===== config.mk =====
export PLATFORM = sky130hd
export DESIGN_NAME = pass_display_scanner
export DESIGN_NICKNAME = d
export VERILOG_FILES = /design/src/rtl/pass_disp_pkg.sv /design/src/rtl/pass_display_scanner_hex_to_seg7.sv /design/src/rtl/pass_display_scanner.sv
export SDC_FILE = /design/constraint.sdc
export NUM_CORES = 1
export LEC_CHECK = 0
export ABC_AREA = 0
export CAP_MARGIN = 40
export CORE_MARGIN = 1.5
export CORE_UTILIZATION = 45
export CTS_CLUSTER_SIZE = 28
export DETAILED_ROUTE_END_ITERATION = 7
export GPL_TIMING_DRIVEN = 0
export PLACE_DENSITY = 0.68
export REMOVE_ABC_BUFFERS = 1
export SYNTH_ARGS = -nofsm -noshare
export SYNTH_HDL_FRONTEND = slang
export SYNTH_SLANG_ARGS = --single-unit

===== constraint.sdc =====
create_clock -name clk -period 4.85 [get_ports clk]
set_input_delay 0.97 -clock clk [delete_from_list [all_inputs] [get_ports clk]]
set_output_delay 0.97 -clock clk [all_outputs]
set_load 0.005 [all_outputs]

===== src/rtl/pass_disp_pkg.sv =====
// Purpose: shared segment codes, hex glyph table and counter sizing for the password display.
// Latency: n/a (constants and a sizing helper only).
// Backpressure: n/a.
package pass_disp_pkg;

    localparam logic [6:0] SEG_BLANK = 7'h7F;
    localparam logic [6:0] SEG_DASH  = 7'h3F;

    // Active-low {g,f,e,d,c,b,a} glyphs for 0-F.
    localparam logic [6:0] HEX_SEG [16] = '{
        7'h40, 7'h79, 7'h24, 7'h30, 7'h19, 7'h12, 7'h02, 7'h78,
        7'h00, 7'h10, 7'h08, 7'h03, 7'h46, 7'h21, 7'h06, 7'h0E
    };

    // Scan divider width, $clog2(SCAN_DIV), floored at one bit.
    function automatic int cnt_w(input int scan_div);
        return (scan_div > 2) ? $clog2(scan_div) : 1;
    endfunction

endpackage


===== src/rtl/pass_display_scanner_hex_to_seg7.sv =====
// Purpose: nibble to active-low 7-segment glyph.
// Latency: combinational.
// Backpressure: none.
module hex_to_seg7
    import pass_disp_pkg::*;
(
    input  logic [3:0] nib,
    output logic [6:0] seg
);

    assign seg = HEX_SEG[nib];

endmodule


===== src/rtl/pass_display_scanner.sv =====
// Purpose: scanned common-anode display of a captured password; PASS_REVEAL_LAST_EN briefly unmasks the newest digit.
// Latency: one registered cycle from idx/captured data to an/seg.
// Backpressure: none; load is a single-cycle strobe that is always accepted.
module pass_display_scanner
    import pass_disp_pkg::*;
#(
    parameter int DIGITS        = 4,
    parameter int SCAN_DIV      = 100000,
    parameter int REVEAL_CYCLES = 50000000
) (
    input  logic                  clk,
    input  logic                  rst_n,
    input  logic [4*DIGITS-1:0]   password_in,
    input  logic [DIGITS-1:0]     digit_valid,
    input  logic                  load,
    input  logic                  mask_en,
    output logic [DIGITS-1:0]     an,
    output logic [6:0]            seg,
    output logic                  dp
);

    localparam int CNT_W = cnt_w(SCAN_DIV);
    localparam int IDX_W = (DIGITS > 1) ? $clog2(DIGITS) : 1;
    localparam logic [CNT_W-1:0] DIV_LAST = CNT_W'(SCAN_DIV - 1);
    localparam logic [IDX_W-1:0] IDX_LAST = IDX_W'(DIGITS - 1);

    generate
        if (DIGITS < 1 || DIGITS > 8 || SCAN_DIV < 2 || REVEAL_CYCLES < 1) begin : g_bad_param
            $error("pass_display_scanner: illegal parameter set");
        end
    endgenerate

    logic [4*DIGITS-1:0] pw_q;
    logic [DIGITS-1:0]   val_q;
    logic [CNT_W-1:0]    div_cnt;
    logic [IDX_W-1:0]    idx;
    logic [3:0]          cur_nib;
    logic                cur_val;
    logic [6:0]          hex_seg;
    logic [6:0]          seg_nxt;
    logic [DIGITS-1:0]   an_nxt;
    logic                reveal;

    assign cur_nib = pw_q[{idx, 2'b00} +: 4];
    assign cur_val = val_q[idx];
    assign an_nxt  = ~(DIGITS'(1) << idx);

    hex_to_seg7 u_hex (
        .nib (cur_nib),
        .seg (hex_seg)
    );

`ifdef PASS_REVEAL_LAST_EN
    localparam int REV_W = $clog2(REVEAL_CYCLES + 1);

    logic [REV_W-1:0]  rev_cnt;
    logic [IDX_W-1:0]  rev_idx;
    logic [DIGITS-1:0] new_bits;
    logic [IDX_W-1:0]  new_top;

    assign new_bits = digit_valid & ~val_q;

    always_comb begin
        new_top = '0;
        for (int i = 0; i < DIGITS; i++) begin
            if (new_bits[i]) new_top = IDX_W'(i);
        end
    end

    // A fresh digit restarts the window; a load dropping the revealed digit ends it.
    always_ff @(posedge clk or negedge rst_n) begin
        if (!rst_n) begin
            rev_cnt <= '0;
            rev_idx <= '0;
        end else if (load && (|new_bits)) begin
            rev_cnt <= REV_W'(REVEAL_CYCLES);
            rev_idx <= new_top;
        end else if (load && !digit_valid[rev_idx]) begin
            rev_cnt <= '0;
        end else if (rev_cnt != '0) begin
            rev_cnt <= rev_cnt - REV_W'(1);
        end
    end

    assign reveal = (rev_cnt != '0) && (rev_idx == idx);
`else
    assign reveal = 1'b0;
`endif

    always_comb begin
        seg_nxt = hex_seg;
        if (!cur_val)
            seg_nxt = SEG_BLANK;
        else if (mask_en && !reveal)
            seg_nxt = SEG_DASH;
    end

    always_ff @(posedge clk or negedge rst_n) begin
        if (!rst_n) begin
            pw_q    <= '0;
            val_q   <= '0;
            div_cnt <= '0;
            idx     <= '0;
            an      <= '1;
            seg     <= SEG_BLANK;
        end else begin
            if (load) begin
                pw_q  <= password_in;
                val_q <= digit_valid;
            end
            // Explicit wrap keeps non-power-of-two digit counts on legal indices.
            if (div_cnt == DIV_LAST) begin
                div_cnt <= '0;
                idx     <= (idx == IDX_LAST) ? '0 : idx + IDX_W'(1);
            end else begin
                div_cnt <= div_cnt + CNT_W'(1);
            end
            an  <= an_nxt;
            seg <= seg_nxt;
        end
    end

    assign dp = 1'b1;

endmodule


After elaboration in Yosys (flattened, before gate mapping). Memories as Yosys holds them, arrays and structs flattened. Index checks and enable logic that the tools add are counted.

$add $sub $neg: 2. Order comparisons: 2. Equality and inequality tests: 2. Shift operators: 2. Mux-type cells: 8. Bitwise gates (word level): 2.

Operator list (count): two-way mux 7 bit (4); adder 17 x 1 -> 17 bit (second input constant) (1); == test 17 bit (second input constant) (1); two-way mux 17 bit (1); variable part select 16 x 5 -> 4 bit (1); >= comparator 5 bit (second input constant) (1); inverter 4 -> 5 bit (1); inverter 4 bit (1); << shifter 1 x 2 -> 4 bit (first input constant) (1); < comparator 2 x 3 -> 1 bit (second input constant) (1); adder 2 x 1 -> 2 bit (second input constant) (1); binary-select mux 1 bit (select 2 bit) (1); == test 2 bit (second input constant) (1); two-way mux 2 bit (1); two-way mux 1 bit (1).

Flip-flop bits (word level): 50. ROM bits: 112. Output and inout port bits: 12. Memories: 1.

Memories: (no name shown) (words 16, bits a word 7, rd ports 1, clocked after memory_dff 0, write ports 0, RTL line pass_display_scanner_hex_to_seg7.sv:11) `assign seg = HEX_SEG[nib];`.

Depth between registers and ports, before layout.
Depth in word-level cells: 7. Depth in mapped cells: 7. Gate-level depth less buffers: 6.

Modules after synthesis. A second synthesis with hierarchy kept.

Cell total of the unflattened synthesis: 195. Area total of the unflattened synthesis: 2436.1 um2.

Modules (own cells, without submodules): pass_display_scanner (times used 1, cells each 162, area an instance 2162.1 um2); hex_to_seg7 (times used 1, cells each 33, area an instance 274.0 um2).

Least setup slack after synthesis. No wires, ideal clock.

Path kind: register to register. Start: register idx[0]. End: register seg[3]. Data arrival time: 1.789 ns. Required time: 4.755 ns. Path slack: 2.967 ns. Stages on the path, launching flop included: 7. Path through: dfrtp_1 -> buf_6 -> mux4_2 -> ha_1 -> or2_2 -> a21oi_1 -> o21ai_1.

Longest elaborated chain between the ends: 7. Elaborated cells between the ends (all ways): 9. Those cells by class: shift (1); mux (6); bitwise (1); memory (1).

RTL lines: start: declaration (RTL line pass_display_scanner.sv:36) `logic [IDX_W-1:0] idx;`; start signal: assignment (RTL line pass_display_scanner.sv:114) `idx <= (idx == IDX_LAST) ? '0 : idx + IDX_W'(1);`; variable part select 16 x 5 -> 4 bit (RTL line pass_display_scanner.sv:44) `assign cur_nib = pw_q[{idx, 2'b00} +: 4];`; inverter 4 -> 5 bit (not written as such) (RTL line pass_display_scanner_hex_to_seg7.sv:11); memory (16 x 7 bit); two-way mux 7 bit (not written as such) (2 in series) (RTL line pass_display_scanner_hex_to_seg7.sv:11); two-way mux 7 bit (RTL line pass_display_scanner.sv:94) `else if (mask_en && !reveal)`; two-way mux 7 bit (*) (RTL line pass_display_scanner.sv:92) `if (!cur_val)`; named net seg_nxt[3] (RTL line pass_display_scanner.sv:40) `logic [6:0] seg_nxt;`; end signal: assignment (RTL line pass_display_scanner.sv:119) `seg <= seg_nxt;`; end: declaration (RTL line pass_display_scanner.sv:18) `output logic [6:0] seg,`.

Mark *: on every way through the listed nets, which the timed path passes. The rest lies on a longest branch. The select of a mux whose other input is x is not followed. A chain may end at the register's enable or synchronous reset.

Final worst setup path.
Start: register seg[6]. End: output port seg[6].

No word-level cell between the ends.

==> results.py <==
metrics = {
    "min_path": {
        "hp-class": "register to register",
    },
    "sta": {
        "setup_viol": 0,
        "fin_ws_ns": 2.57,
        "hold_viol_final": 0,
        "hold_slack_ns": 0.488,
        "fin_skew_ns": 0.00629,
        "fin_crit_ns": 2.28,
        "finalMaxSlewViolations": 0,
        "fin_crit_sh": 0.470,
        "rsz0062_at_grt": "no",
        "slew_headroom": 0.644,
        "tightest_slew_ns": 0.533,
        "setup_tns_ns": 0,
        "max_freq_mhz": 438,
    },
    "outcome": {
        "status": "completed",
    },
    "cells_and_area": {
        "final_area_sq_mm": 0.00288,
        "n_antenna_cell": 0,
        "post-route-util": 0.565,
        "final_nets": 259,
        "drive_gt1_frac": 0.232,
        "n_fill_cell": 445,
        "syn_to_final_growth_pct": 20.9,
    },
    "critical_path": {
        "critPathCaptureType": "output port",
        "cp.depth": 1,
        "crit_chain": "clkdlybuf4s50_1",
        "critPathTopFamily": "flip-flops",
        "path_class": "register to output port",
        "regToRegEndpoint": "seg[3]",
        "arrival_ns": 1.31,
        "reg2reg_from": "idx[0]",
        "worstSetupStartpoint": "seg[6]",
        "critPathLaunchType": "register",
        "required_ns": 3.88,
        "slowest_delay_ns": 0.52,
        "rrSetupSlack_ns": 2.67,
        "cp_slowest_cell": "dfstp_2",
        "crit_buf_inv": 1,
        "crit_fanout": 1,
        "ff2ff_path_depth": 5,
        "crit_end": "seg[6]",
    },
    "floorplan": {
        "ios": 36,
        "fp.dieH_um": 75.8,
        "core_area_sq_mm": 0.00511,
        "dieArea_sq_mm": 0.00574,
        "rows": 26,
        "die_w_um": 75.8,
        "start_util": 0.467,
    },
    "clock_network": {
        "post_cts_resized": 0,
        "clockBufferDepth": 2,
        "cts.sinks": 50,
        "cts_tree": "done",
        "worstSkewPairLatency_ns": 0.30,
        "clockRootBuffer": "clkbuf_8",
        "clk_pin_slew_ns": 0.08,
        "cts-htree-levels": 2,
        "cts_made_buffers": 5,
        "cts_setup_buffers": 0,
        "postCtsHoldBufs": 0,
    },
    "pwr": {
        "leakagePower_nw": 1.20,
        "power_density_mw_per_mm2": 280,
        "peakVddDrop_mv": 0.178,
    },
    "synthesis": {
        "synth_edf_count": 0,
        "yosys_warnings": 0,
        "ys_top_cells_by_area": "dfrtp_1, dfstp_2, mux2_2, ha_1, mux4_2",
        "yosys_register_bits": 50,
        "synth.top_cell.area_share": 0.409,
        "ys_types": 41,
        "syn-cell-area_sq_mm": 0.00238,
        "synth_common_cells": "dfrtp_1, mux2_2, ha_1",
        "async_flop_share": 1.00,
        "yosysMostFrequentCell": "dfrtp_1",
        "syn_area_per_cell_sq_um": 12.8,
        "synth_flop_cell": "dfrtp_1",
        "syn-instance-count": 187,
        "synth_top_area_cell": "dfrtp_1",
        "ys_seq_area_frac": 0.530,
    },
    "grt": {
        "grt_pass1_vias": 1436,
        "grt_usage": 0.168,
        "grt_overflow": 0,
        "grt_pass1_wl_um": 7050,
        "grt_max_degree": 28,
        "antenna_found_initial": 0,
    },
    "drt": {
        "dr.pass1.iters": 4,
        "ant_nets": 0,
        "viasPerCell": 4.98,
        "routedWlPerCell_um": 13.4,
        "initialDrtViolationCount": 93,
        "vias": 1465,
        "drt_wl_total_um": 3930,
        "drc": 0,
    },
    "placed_design": {
        "place_area_sq_mm": 0.00279,
        "hpwl_um": 2860,
        "dp_worst_setup_slack_ns": 2.50,
        "io_buffers": 34,
        "globalplace.congestion": 0.739,
    },
    "job": {
        "cap_violations": 0,
    },
}
-- layer usage --
metal	vias to the layer above	track usage	wire length (um)
met5	-	0	0
met4	0	0.0774	79
met3	7	0.0317	119
met2	23	0.243	1810
met1	713	0.245	1930
li1	722	-	-
-- through the flow --
stage,power [mW],std cells
detailed placement,0.571,286
global route,0.851,294
finish,0.808,294
CTS,0.821,294
floorplan,0.515,180
global placement,0.566,284
-- placed cells by master (no fill, tap or decap), drive strengths merged, types with 2 or more instances in the layout --
cell           netlist  routed
a21oi                3       3
mux2                24      24
mux4                 5       5
or2                  2       2
dfstp               11      11
o221ai               2       2
xor2                 5       5
xnor2                9       9
buf                  5       3
nand3                6       6
nor3                 3       3
dfrtp               39      39
nand4                5       5
nand2               11      11
ha                  12      12
and4                 3       3
and3                 2       2
o21ai                3       3
inv                  8       8
clkbuf               2       7
nor2                11      11
clkdlybuf4s50        0      33
nor2b                2       2
nor3b                3       3
-- registers in the layout, summed over array words and instances (netlist names) --
register / flops
div_cnt: 17
pw_q: 16
seg: 7
an: 4
val_q: 4
idx: 2
-- worst min-delay path by stage --
stage	startpoint	to	slack (ns)	cells past startpoint
floorplan	div_cnt[15]	div_cnt[15]	0.45	1
global placement	div_cnt[15]	div_cnt[15]	0.48	1
detailed placement	div_cnt[15]	div_cnt[15]	0.48	1
CTS	div_cnt[15]	div_cnt[15]	0.49	1
global route	div_cnt[12]	div_cnt[12]	0.52	1
finish	div_cnt[15]	div_cnt[15]	0.49	1
-- where the power goes --
group	switching (mW)	internal [mW]	leakage, nW
sequential	0.00962	0.443	0.601
clock	0.131	0.115	0.0482
combinational	0.0454	0.0638	0.552
total	0.186	0.622	1.20
-- layout make-up --
class | instances | area (sq um) | share of cell area
clock buffer | 7 | 86.3 | 0.0299
clock inverter | 1 | 5.00 | 0.00174
inverter | 8 | 30.0 | 0.0104
multi-input combinational | 122 | 1040 | 0.361
sequential | 50 | 1260 | 0.439
tap | 70 | 87.6 | 0.0304
timing repair buffer | 36 | 370 | 0.128
-- worst reg2reg max path, stage by stage (launching register included) --
cell     delay [ns]
dfrtp_1        0.65
mux4_2         0.64
ha_1           0.27
or2_2          0.30
a21oi_1        0.16
o21ai_1        0.08
-- logic make-up after synthesis --
| group | synth area share |
|---|---|
| and+or+nand+nor | 0.119 |
| buffers and inverters | 0.0336 |
| xor gates and xnor gates | 0.0514 |
| DFF | 0.530 |
| adders and majority gates | 0.0630 |
| muxes | 0.166 |
| AOI/OAI and AO/OA | 0.0346 |
| other | 0.00157 |
(Power assumes the default switching activity.)
